==> src/rtl/fir_interp_polyphase_pkg.sv <==
// Shared types, default prototype filter and saturation helper for the interpolating FIR.
// Latency: n/a (declarations only).
// Backpressure: n/a.
package fir_interp_polyphase_pkg;

    localparam int DEFAULT_INTERP = 4;
    localparam int DEFAULT_TAPS   = 4;
    localparam int DEFAULT_N      = DEFAULT_INTERP * DEFAULT_TAPS;

    // Symmetric low-pass prototype h[0..15]; the taps of every polyphase branch
    // (h[p], h[p+4], h[p+8], h[p+12]) sum to 32768, so DC gain per branch is 1.0
    // and the overall interpolator gain is L.
    localparam int DEFAULT_COEFFS [DEFAULT_N] = '{
        -200,  -500,  -800,  -600,
        1500, 10000, 24068, 32068,
        32068, 24068, 10000,  1500,
        -600,  -800,  -500,  -200
    };

    typedef enum logic {
        IDLE = 1'b0,
        EMIT = 1'b1
    } state_t;

    // Clamp a wide signed value into the signed 16-bit range.
    function automatic logic [15:0] sat16(input logic signed [63:0] v);
        if (v > 64'sd32767) begin
            return 16'h7FFF;
        end else if (v < -64'sd32768) begin
            return 16'h8000;
        end else begin
            return v[15:0];
        end
    endfunction

endpackage

==> src/rtl/fir_interp_polyphase_if.sv <==
// AXI-Stream beat bundle: data, strobe, valid, last and ready.
// Latency: none (wires only).
// Backpressure: tready flows from slave to master against the beat direction.
interface fir_interp_polyphase_if #(
    parameter int DW = 32
) ();
    logic [DW-1:0]   tdata;
    logic [DW/8-1:0] tstrb;
    logic            tvalid;
    logic            tlast;
    logic            tready;

    modport master (
        output tdata,
        output tstrb,
        output tvalid,
        output tlast,
        input  tready
    );

    modport slave (
        input  tdata,
        input  tstrb,
        input  tvalid,
        input  tlast,
        output tready
    );
endinterface

==> src/rtl/fir_interp_polyphase_mac.sv <==
// Complex T-tap dot product of the delay line against one polyphase branch, rounded and saturated.
// Latency: purely combinational.
// Backpressure: none; the caller decides when the result is registered.
module fir_interp_polyphase_mac
    import fir_interp_polyphase_pkg::*;
#(
    parameter int INTERP         = 4,
    parameter int TAPS_PER_PHASE = 4,
    parameter int COEFF_WIDTH    = 18,
    parameter int SHIFT          = 15,
    parameter int COEFFS [INTERP*TAPS_PER_PHASE] = DEFAULT_COEFFS
) (
    input  logic [TAPS_PER_PHASE-1:0][31:0] x_dat,
    input  logic [$clog2(INTERP)-1:0]       phase,
    output logic [31:0]                     y_dat
);

    localparam int PW     = $clog2(INTERP);
    localparam int PROD_W = 16 + COEFF_WIDTH;
    localparam int ACC_W  = 16 + COEFF_WIDTH + $clog2(TAPS_PER_PHASE) + 1;
    localparam logic signed [ACC_W-1:0] RND = ACC_W'(2 ** (SHIFT - 1));

    logic signed [COEFF_WIDTH-1:0] coef;
    logic signed [15:0]            xi;
    logic signed [15:0]            xq;
    logic signed [PROD_W-1:0]      prod_i;
    logic signed [PROD_W-1:0]      prod_q;
    logic signed [ACC_W-1:0]       acc_i;
    logic signed [ACC_W-1:0]       acc_q;
    logic signed [ACC_W-1:0]       rnd_i;
    logic signed [ACC_W-1:0]       rnd_q;
    logic signed [ACC_W-1:0]       sh_i;
    logic signed [ACC_W-1:0]       sh_q;

    // Accumulate x[k]*h[k*L+phase] over all taps, I and Q independently.
    always_comb begin
        coef   = '0;
        xi     = '0;
        xq     = '0;
        prod_i = '0;
        prod_q = '0;
        acc_i  = '0;
        acc_q  = '0;
        for (int k = 0; k < TAPS_PER_PHASE; k++) begin
            coef = '0;
            for (int q = 0; q < INTERP; q++) begin
                if (phase == PW'(q)) begin
                    coef = COEFF_WIDTH'(COEFFS[k*INTERP + q]);
                end
            end
            xi     = x_dat[k][31:16];
            xq     = x_dat[k][15:0];
            prod_i = xi * coef;
            prod_q = xq * coef;
            acc_i  = acc_i + ACC_W'(prod_i);
            acc_q  = acc_q + ACC_W'(prod_q);
        end
    end

    // Round half-up, arithmetic shift back to Q0, then clamp to 16 bits.
    assign rnd_i = acc_i + RND;
    assign rnd_q = acc_q + RND;
    assign sh_i  = rnd_i >>> SHIFT;
    assign sh_q  = rnd_q >>> SHIFT;
    assign y_dat = {sat16(64'(sh_i)), sat16(64'(sh_q))};

endmodule

==> src/rtl/fir_interp_polyphase.sv <==
// Polyphase interpolating FIR: each accepted {I,Q} beat yields INTERP filtered output beats.
// Latency: first output beat is valid the cycle after the input handshake; then one beat per cycle.
// Backpressure: output held stable while tready is low; input accepted only in IDLE or alongside the final phase handshake.
module fir_interp_polyphase
    import fir_interp_polyphase_pkg::*;
#(
    parameter int C_S00_AXIS_TDATA_WIDTH = 32,
    parameter int C_M00_AXIS_TDATA_WIDTH = 32,
    parameter int INTERP                 = 4,
    parameter int TAPS_PER_PHASE         = 4,
    parameter int COEFF_WIDTH            = 18,
    parameter int SHIFT                  = 15,
    parameter int COEFFS [INTERP*TAPS_PER_PHASE] = DEFAULT_COEFFS
) (
    input  logic                          s00_axis_aclk,
    input  logic                          s00_axis_aresetn,
    fir_interp_polyphase_if.slave         s00_axis,
    fir_interp_polyphase_if.master        m00_axis
);

    localparam int PW = $clog2(INTERP);
    localparam logic [PW-1:0] LAST_PHASE = PW'(INTERP - 1);

    state_t                                          state_q;
    state_t                                          state_d;
    logic [PW-1:0]                                   phase_q;
    logic [PW-1:0]                                   phase_d;
    logic [TAPS_PER_PHASE-1:0][C_S00_AXIS_TDATA_WIDTH-1:0] x_q;
    logic [TAPS_PER_PHASE-1:0][C_S00_AXIS_TDATA_WIDTH-1:0] x_d;
    logic [TAPS_PER_PHASE-1:0][C_S00_AXIS_TDATA_WIDTH-1:0] x_base;
    logic                                            tlast_q;
    logic                                            tlast_d;
    logic [C_M00_AXIS_TDATA_WIDTH-1:0]               tdata_q;
    logic [C_M00_AXIS_TDATA_WIDTH-1:0]               mac_dat;
    logic                                            load;
    logic                                            at_last;
    logic                                            in_hs;
    logic                                            out_hs;
    logic                                            unused_tstrb;

    assign unused_tstrb = ^s00_axis.tstrb;

    assign at_last         = (state_q == EMIT) && (phase_q == LAST_PHASE);
    assign s00_axis.tready = (state_q == IDLE) || (at_last && m00_axis.tready);
    assign in_hs           = s00_axis.tvalid && s00_axis.tready;
    assign out_hs          = (state_q == EMIT) && m00_axis.tready;

    // Next-state logic: accept a beat (restart at phase 0), advance the phase, or fall back to IDLE.
    always_comb begin
        state_d = state_q;
        phase_d = phase_q;
        x_d     = x_q;
        tlast_d = tlast_q;
        load    = 1'b0;
        // A framed beat's last output wipes history so the next frame starts clean.
        x_base  = (at_last && out_hs && tlast_q) ? '0 : x_q;
        if (in_hs) begin
            for (int k = TAPS_PER_PHASE - 1; k > 0; k--) begin
                x_d[k] = x_base[k-1];
            end
            x_d[0]  = s00_axis.tdata;
            phase_d = '0;
            tlast_d = s00_axis.tlast;
            state_d = EMIT;
            load    = 1'b1;
        end else if (out_hs) begin
            if (at_last) begin
                state_d = IDLE;
                x_d     = x_base;
                tlast_d = 1'b0;
            end else begin
                phase_d = phase_q + 1'b1;
                load    = 1'b1;
            end
        end
    end

    // The MAC sees the next delay line and phase so the result lands in the output register with no bubble.
    fir_interp_polyphase_mac #(
        .INTERP         (INTERP),
        .TAPS_PER_PHASE (TAPS_PER_PHASE),
        .COEFF_WIDTH    (COEFF_WIDTH),
        .SHIFT          (SHIFT),
        .COEFFS         (COEFFS)
    ) u_mac (
        .x_dat (x_d),
        .phase (phase_d),
        .y_dat (mac_dat)
    );

    // State, phase, delay line, frame flag and output register.
    always_ff @(posedge s00_axis_aclk) begin
        if (!s00_axis_aresetn) begin
            state_q <= IDLE;
            phase_q <= '0;
            x_q     <= '0;
            tlast_q <= 1'b0;
            tdata_q <= '0;
        end else begin
            state_q <= state_d;
            phase_q <= phase_d;
            x_q     <= x_d;
            tlast_q <= tlast_d;
            if (load) begin
                tdata_q <= mac_dat;
            end
        end
    end

    assign m00_axis.tdata  = tdata_q;
    assign m00_axis.tstrb  = '1;
    assign m00_axis.tvalid = (state_q == EMIT);
    assign m00_axis.tlast  = at_last && tlast_q;

endmodule

==> src/flat_wrapper.sv <==
// flat-port wrapper written by rule: the top's interface ports become plain ports
module fir_interp_polyphase_flat import fir_interp_polyphase_pkg::*;
#(
    parameter int C_S00_AXIS_TDATA_WIDTH = 32,
    parameter int C_M00_AXIS_TDATA_WIDTH = 32,
    parameter int INTERP                 = 4,
    parameter int TAPS_PER_PHASE         = 4,
    parameter int COEFF_WIDTH            = 18,
    parameter int SHIFT                  = 15,
    parameter int COEFFS [INTERP*TAPS_PER_PHASE] = DEFAULT_COEFFS
)
  (s00_axis_aclk, s00_axis_aresetn, s00_axis_tdata, s00_axis_tstrb, s00_axis_tvalid, s00_axis_tlast, s00_axis_tready, m00_axis_tdata, m00_axis_tstrb, m00_axis_tvalid, m00_axis_tlast, m00_axis_tready);
  fir_interp_polyphase_if #(.DW(32)) s00_axis_i ();
  fir_interp_polyphase_if #(.DW(32)) m00_axis_i ();
  input  logic s00_axis_aclk;
  input  logic s00_axis_aresetn;
  input wire logic [$bits(s00_axis_i.tdata)-1:0] s00_axis_tdata;
  input wire logic [$bits(s00_axis_i.tstrb)-1:0] s00_axis_tstrb;
  input wire logic [$bits(s00_axis_i.tvalid)-1:0] s00_axis_tvalid;
  input wire logic [$bits(s00_axis_i.tlast)-1:0] s00_axis_tlast;
  output wire logic [$bits(s00_axis_i.tready)-1:0] s00_axis_tready;
  output wire logic [$bits(m00_axis_i.tdata)-1:0] m00_axis_tdata;
  output wire logic [$bits(m00_axis_i.tstrb)-1:0] m00_axis_tstrb;
  output wire logic [$bits(m00_axis_i.tvalid)-1:0] m00_axis_tvalid;
  output wire logic [$bits(m00_axis_i.tlast)-1:0] m00_axis_tlast;
  input wire logic [$bits(m00_axis_i.tready)-1:0] m00_axis_tready;
  assign s00_axis_i.tdata = s00_axis_tdata;
  assign s00_axis_i.tstrb = s00_axis_tstrb;
  assign s00_axis_i.tvalid = s00_axis_tvalid;
  assign s00_axis_i.tlast = s00_axis_tlast;
  assign s00_axis_tready = s00_axis_i.tready;
  assign m00_axis_tdata = m00_axis_i.tdata;
  assign m00_axis_tstrb = m00_axis_i.tstrb;
  assign m00_axis_tvalid = m00_axis_i.tvalid;
  assign m00_axis_tlast = m00_axis_i.tlast;
  assign m00_axis_i.tready = m00_axis_tready;
  fir_interp_polyphase #(.C_S00_AXIS_TDATA_WIDTH(C_S00_AXIS_TDATA_WIDTH), .C_M00_AXIS_TDATA_WIDTH(C_M00_AXIS_TDATA_WIDTH), .INTERP(INTERP), .TAPS_PER_PHASE(TAPS_PER_PHASE), .COEFF_WIDTH(COEFF_WIDTH), .SHIFT(SHIFT), .COEFFS(COEFFS)) u_core (.s00_axis_aclk(s00_axis_aclk), .s00_axis_aresetn(s00_axis_aresetn), .s00_axis(s00_axis_i), .m00_axis(m00_axis_i));
endmodule
==> config.mk <==
export PLATFORM = sky130hd
export DESIGN_NAME = fir_interp_polyphase_flat
export DESIGN_NICKNAME = d
export VERILOG_FILES = /design/src/rtl/fir_interp_polyphase_pkg.sv /design/src/rtl/fir_interp_polyphase_if.sv /design/src/rtl/fir_interp_polyphase_mac.sv /design/src/rtl/fir_interp_polyphase.sv /design/src/flat_wrapper.sv
export SDC_FILE = /design/constraint.sdc
export NUM_CORES = 2
export LEC_CHECK = 0
export CAP_MARGIN = 10
export CORE_MARGIN = 2
export CORE_UTILIZATION = 50
export CTS_BUF_LIST = sky130_fd_sc_hd__clkbuf_4
export CTS_CLUSTER_SIZE = 30
export DETAILED_ROUTE_END_ITERATION = 8
export PLACE_DENSITY = 0.68
export SYNTH_ARGS = -nofsm -noshare
export SYNTH_HDL_FRONTEND = slang
export SYNTH_SLANG_ARGS = --single-unit
==> constraint.sdc <==
create_clock -name s00_axis_aclk -period 13.5 [get_ports s00_axis_aclk]
set_input_delay 2.7 -clock s00_axis_aclk [delete_from_list [all_inputs] [get_ports s00_axis_aclk]]
set_output_delay 2.7 -clock s00_axis_aclk [all_outputs]
set_load 0.02 [all_outputs]
After elaboration in Yosys (flattened, before gate mapping)
Cells that the tools add are included.
- flip-flop bits (word level): 164
- logic and storage cells: 80
- multiplexer cells: 34
- $add $sub $neg: 9
- eq/ne operators: 4
- bitwise operators: 1
- reduce and logical (&&, ||, !) cells: 12
- $lt $le $gt $ge: 4
- $mul: 8
- operator list (operator ; number):
    128-bit 2-to-1 mux ; 4
    16-bit by 18-bit multiplier with 34-bit output ; 8
    18-bit 2-to-1 mux ; 14
    36-bit by 34-bit adder with 37-bit output ; 2
    37-bit by 16-bit adder with 37-bit output (second input constant) ; 2
    35-bit by 34-bit adder with 36-bit output ; 2
    34-bit by 34-bit adder with 35-bit output ; 2
    16-bit 2-to-1 mux ; 4
    22-bit by 16-bit greater-than comparator with 1-bit output (second input constant) ; 2
    22-bit by 16-bit < comparator with 1-bit output (second input constant) ; 2
    15-bit 2-to-1 mux ; 1
    11-bit 2-to-1 mux ; 1
    1-bit logical AND ; 7
    1-bit 2-to-1 mux ; 7
    2-bit equality test (second input constant) ; 3
    2-bit 2-to-1 mux ; 3
    2-bit nonzero test ; 2
    2-bit by 1-bit adder with 2-bit output (second input constant) ; 1
    2-bit by 1-bit equality test with 1-bit output (second input constant) ; 1
    2-bit zero test ; 1
    2-bit AND reduction ; 1
    1-bit logical OR ; 1
    1-bit inverter ; 1

Longest topological paths before layout
- word-level depth: 19
- mapped depth: 48
- depth with buffers taken out: 41

Hierarchy
A second synthesis with hierarchy kept.
- cell total of the unflattened synthesis: 6988
- area, all modules: 65426.5 sq um
- modules (own cells, without submodules) (module ; instances ; area each (sq um) ; seq. area each (sq um) ; cells an instance):
    fir_interp_polyphase_mac ; 1 ; 57995.6 ; 0.0 ; 6086
    fir_interp_polyphase ; 1 ; 7430.9 ; 3283.1 ; 902

Worst setup path after synthesis
OpenSTA, ideal clock, no wires.
- path kind: input-to-reg
- from: input s00_axis_tvalid
- to: register u_core.tdata_q[12] (netlist: u_core.m00_axis.tdata[12])
- arrival time: 13188 ps
- buffers on the path: 8
- path slack: 224 ps
- stages: 42
- cells stage by stage: clkbuf_1 -> a21oi_1 -> nand2_1 -> o21a_1 -> inv_1 -> clkbuf_1 -> clkbuf_1 -> ha_1 -> clkbuf_1 -> o21a_1 -> clkbuf_1 -> clkbuf_1 -> nand2_1 -> fa_1 -> inv_1 -> fa_1 -> fa_1 -> inv_1 -> (+6 left out) -> fa_1 -> fa_1 -> fa_1 -> inv_1 -> fa_1 -> inv_1 -> ha_1 -> buf_6 -> nand3_1 -> or4_4 -> nor3_1 -> nand4_1 -> and4_1 -> or3_4 -> nor3_2 -> a31oi_2 -> buf_6 -> o32ai_2
- longest elaborated chain between the ends: 15
- elaborated cells between the ends (all ways): 36
- RTL lines (item ; RTL line ; source):
    from (decl) ; flat_wrapper.sv:19 ; input wire logic [$bits(s00_axis_i.tvalid)-1:0] s00_axis_tvalid;
    1-bit logical AND * ; fir_interp_polyphase.sv:45 ; assign in_hs = s00_axis.tvalid && s00_axis.tready;
    2-bit 2-to-1 mux * ; fir_interp_polyphase.sv:57 ; if (in_hs) begin
    net u_core.phase_d[0] ; fir_interp_polyphase.sv:27 ; logic [PW-1:0] phase_d;
    2-bit zero test ; fir_interp_polyphase_mac.sv:47 ; if (phase == PW'(q)) begin
    11-bit 2-to-1 mux / 18-bit 2-to-1 mux (equally long branches) ; fir_interp_polyphase_mac.sv:47 ;
    18-bit 2-to-1 mux (3 in a row) ; fir_interp_polyphase_mac.sv:47 ;
    16-bit by 18-bit multiplier with 34-bit output ; fir_interp_polyphase_mac.sv:54 ; prod_q = xq * coef;
    34-bit by 34-bit adder with 35-bit output ; fir_interp_polyphase_mac.sv:56 ; acc_q = acc_q + ACC_W'(prod_q);
    35-bit by 34-bit adder with 36-bit output ; fir_interp_polyphase_mac.sv:56 ;
    36-bit by 34-bit adder with 37-bit output * ; fir_interp_polyphase_mac.sv:56 ;
    37-bit by 16-bit adder with 37-bit output * ; fir_interp_polyphase_mac.sv:62 ; assign rnd_q = acc_q + RND;
    22-bit by 16-bit < comparator with 1-bit output ; fir_interp_polyphase_pkg.sv:29 ; end else if (v < -64'sd32768) begin
    16-bit 2-to-1 mux ; fir_interp_polyphase_pkg.sv:29 ;
    16-bit 2-to-1 mux * ; fir_interp_polyphase_pkg.sv:27 ; if (v > 64'sd32767) begin
    to (signal assigned) ; fir_interp_polyphase.sv:105 ; tdata_q <= mac_dat;
    to (decl) ; fir_interp_polyphase.sv:33 ; logic [C_M00_AXIS_TDATA_WIDTH-1:0] tdata_q;
Mark *: on every way through the listed nets, which the timed path passes. The rest lies on a longest branch.
A chain may end at the register's enable or synchronous reset.

Worst setup path in the final report
- from: input m00_axis_tready
- to: register u_core.tdata_q[24] (netlist: u_core.m00_axis.tdata[24])
- longest elaborated chain between the ends: 17
- elaborated cells between the ends (all ways): 46
- RTL lines (item ; RTL line ; source):
    from (decl) ; flat_wrapper.sv:26 ; input wire logic [$bits(m00_axis_i.tready)-1:0] m00_axis_tready;
    1-bit logical AND ; fir_interp_polyphase.sv:44 ; assign s00_axis.tready = (state_q == IDLE) || (at_last && m00_axis.tready);
    1-bit logical OR ; fir_interp_polyphase.sv:44 ;
    1-bit logical AND ; fir_interp_polyphase.sv:45 ;
    2-bit 2-to-1 mux ; fir_interp_polyphase.sv:57 ;
    2-bit zero test ; fir_interp_polyphase_mac.sv:47 ;
    11-bit 2-to-1 mux / 18-bit 2-to-1 mux (equally long branches) ; fir_interp_polyphase_mac.sv:47 ;
    18-bit 2-to-1 mux (3 in a row) ; fir_interp_polyphase_mac.sv:47 ;
    16-bit by 18-bit multiplier with 34-bit output ; fir_interp_polyphase_mac.sv:53 ; prod_i = xi * coef;
    34-bit by 34-bit adder with 35-bit output ; fir_interp_polyphase_mac.sv:55 ; acc_i = acc_i + ACC_W'(prod_i);
    35-bit by 34-bit adder with 36-bit output ; fir_interp_polyphase_mac.sv:55 ;
    36-bit by 34-bit adder with 37-bit output ; fir_interp_polyphase_mac.sv:55 ;
    37-bit by 16-bit adder with 37-bit output ; fir_interp_polyphase_mac.sv:61 ; assign rnd_i = acc_i + RND;
    22-bit by 16-bit < comparator with 1-bit output ; fir_interp_polyphase_pkg.sv:29 ;
    16-bit 2-to-1 mux ; fir_interp_polyphase_pkg.sv:29 ;
    16-bit 2-to-1 mux ; fir_interp_polyphase_pkg.sv:27 ;
Several ways; a longest one is shown, not always the timed one.

==> metrics <==
FF+latch count, synth 164; Tcrit/Tclk final about 96%; Buf/Inv on CP 13; relative slew slack around a fifth; synth top area cells fa_1 51%, ha_1 13%, inv_1 12%, dfxtp_1 5.1%, and2_1 3.1%; critical path class in -> reg; CP required about 14 ns; cell count after synthesis 6905; Root Buffer Master clkbuf_4; # hold bufs at CTS 0; vias per cell 5.063; worst hold margin about 0.48 ns; GRT Util Overall between 20% and 30%; grt ovf 0; Crit Path Max Fanout 25; number of placed cells counting well taps just under 9000; via count between 40000 and 50000; worst hold endpoint u_core.m00_axis.tdata[15]; largest family of logic cells by synthesized area adder cells; f_max between 70 and 80 MHz; most common cell in the synthesized netlist inv_1; fin crit period 12.97 ns; Fin. Hold Viols 0; Avg Cell Area, Syn 9.392 um^2; most used cell, CP fa_1; die area around 130000 um^2; initial antenna violation count 3; Post-synth ARST share 0%; Starting Density 50.22%; final WL approximately 180000 um; top cells by count, synth 2130 x inv_1, 1646 x fa_1, 678 x ha_1; Worst path max stage delay approximately 0.58 ns; Total Neg Setup Slack 0 ns; DR WL/cell 20.56 um; number of enable flip-flop cells after synthesis 0; Yosys top cell area share 50.81%; Final Max Slew Viols 0; Sink Count between 150 and 200; CP Launch Type primary input; first-pass GRT wire length a little under 300000 um; DR iter-0 viols roughly 3300; area grow syn2layout 8.564%; vias in the first global route 49040; Final Non-Filler Cells 8897; max cap viols 0; # setup viols final 0; crit path DAT 13.72 ns; worst min-delay path startpoint u_core.m00_axis.tdata[15]; clock slew at the register clock pins of the worst setup and hold paths around 0.16 ns; R2R Setup Slk about 2.2 ns; yosys warns 0; row count 132; FF-to-FF End u_core.m00_axis.tdata[24]; worst r2r src u_core.phase_q[0]; post-cts gate resize count 0; Largest delay share family, worst path adder cells; antenna viol nets, final 0; dpl hpwl about 160000 um; TritonCTS buffer count 17; die width approximately 360 um; adder-cell share of the synthesized area between 60% and 70%; pin count of the biggest net entering global routing 70; clk_skew ~0.036 ns; status complete, no violations; synth unique cells 83; Slew @ Worst Pin between 1 and 1.5 ns; Synth Cell Area 64850 um^2; CTS tree yes; clock latency on the worst-skew pair between 0.8 and 0.9 ns; multi-input logic area between 50000 and 60000 um^2; IO Port Bufs 71; postcts setup bufs 0; fraction of layout cells with a size suffix above 1 under 10%; FF/Latch Area roughly 3300 um^2; post-synth top area cell fa_1; Fillers between 10000 and 15000; DRC violations left 0; Final #Nets 9506; Hold Crit Depth 2; Slowest-stage cell, CP fa_1; Min-Delay Path Class reg -> reg; mux share of post-synthesis cell area around 1.5%; CTS Buffer Depth 2; depth of the CTS H-tree 4; Simple-Gate Fraction of Synth Area between 10% and 20%; Core ar. between 100000 and 150000 um^2; Ports 80; CP endpoint kind register; die height 364.2 um; Primary FF master, synth dfxtp_1; RSZ-0062 raised after global routing false; Compound-Gate Fraction of Synth Area 3.042%; GPL Wtd Cong approximately 0.97; drt pass-1 iters 5; Synth Area in XOR/XNOR less than 1%; R2R cell count 37; share of the yosys chip area belonging to registers under 10%
==> worst register-to-register path, delay by kind of cell, from the launching register on <==
kind,cells,cell delay (ns)
buffers and inverters,11,1.24
AND/OR/NAND/NOR,4,1.06
adder cells (fa/ha/maj),13,5.98
AO/OA/AOI/OAI,9,2.52
flip-flops,1,0.42
==> how the worst max path moves through the flow <==
stage / startpoint / end / slack (ns) / cells past startpoint
2_1_floorplan: s00_axis_tvalid / u_core.m00_axis.tdata[12] / 0.22 / 42
3_3_place_gp: m00_axis_tready / u_core.m00_axis.tdata[23] / -0.13 / 39
3_5_place_dp: m00_axis_tready / u_core.m00_axis.tdata[24] / -0.23 / 39
4_1_cts: m00_axis_tready / u_core.m00_axis.tdata[24] / 0.73 / 39
5_1_grt: m00_axis_tready / u_core.m00_axis.tdata[24] / 0.04 / 39
6_report: m00_axis_tready / u_core.m00_axis.tdata[24] / 0.53 / 39
==> state kept, by name (all words and copies together) (netlist names) <==
| name | count |
|---|---|
| u_core.x_q | 128 |
| u_core.m00_axis.tdata | 32 |
| u_core.phase_q | 2 |
| u_core.m00_axis.tvalid | 1 |
| u_core.tlast_q | 1 |
==> routing by layer <==
metal | wire [um] | share of wire [%] | global-route usage (%) | vias to the layer above
met1 | 79530 | 43 | 42.35 | 22792
met3 | 18400 | 10 | 8.771 | 202
met4 | 6017 | 3.3 | 8.670 | 4
met5 | 27 | 0.015 | 0 | -
met2 | 78900 | 43 | 43.60 | 1679
li1 | - | - | - | 20365
==> logic make-up after synthesis <==
group / count (synthesis)
AOI/OAI and AO/OA: 293
muxes: 95
other: 2
buffers and inverters: 2381
and+or+nand+nor: 1600
DFF: 164
adders and majority gates: 2324
xor gates and xnor gates: 46
==> layout by cell type, fill, tap and decap left out, drive strengths merged, types with 10 or more instances in the layout <==
cell,Yosys,layout
a21oi,74,74
xor2,12,12
clkdlybuf4s50,0,70
o22ai,16,16
or2,55,55
ha,678,678
a211oi,10,10
fa,1646,1646
dfxtp,164,164
mux2i,95,95
a21o,14,14
nor3,21,21
conb,2,12
nor2,495,495
clkbuf,221,18
nand4,21,21
nand3,49,49
o32ai,17,17
o21a,16,16
and2,322,322
xnor2,34,34
nand2b,104,104
o21ai,78,78
or3,84,84
inv,2131,2135
nand2,401,401
buf,27,387
==> through the flow <==
step | area, um^2 | util (%) | worst slack (ns)
after floorplan | 64890 | - | 0.2237
after global placement | 70120 | 54.29 | -0.1275
after detailed placement | 70120 | 54.29 | -0.2321
after CTS | 70410 | 54.51 | 0.7262
after global routing | 70410 | 54.52 | 0.03696
final | 70410 | 54.52 | 0.5297
==> area by class of cell <==
type / count / share of cell area [%]
repair buffers: 457 / 5.655
multi-input cells: 4370 / 74.81
inverters: 2131 / 11.36
flip-flops and latches: 164 / 4.663
well taps: 1742 / 3.096
clock buffers: 18 / 0.1919
clock inverters: 14 / 0.2186
diodes: 1 / 0.003554
Power is left out: the tool's default activity adds up to more than one toggle a clock period on the data nets, which glitch-free logic cannot reach.
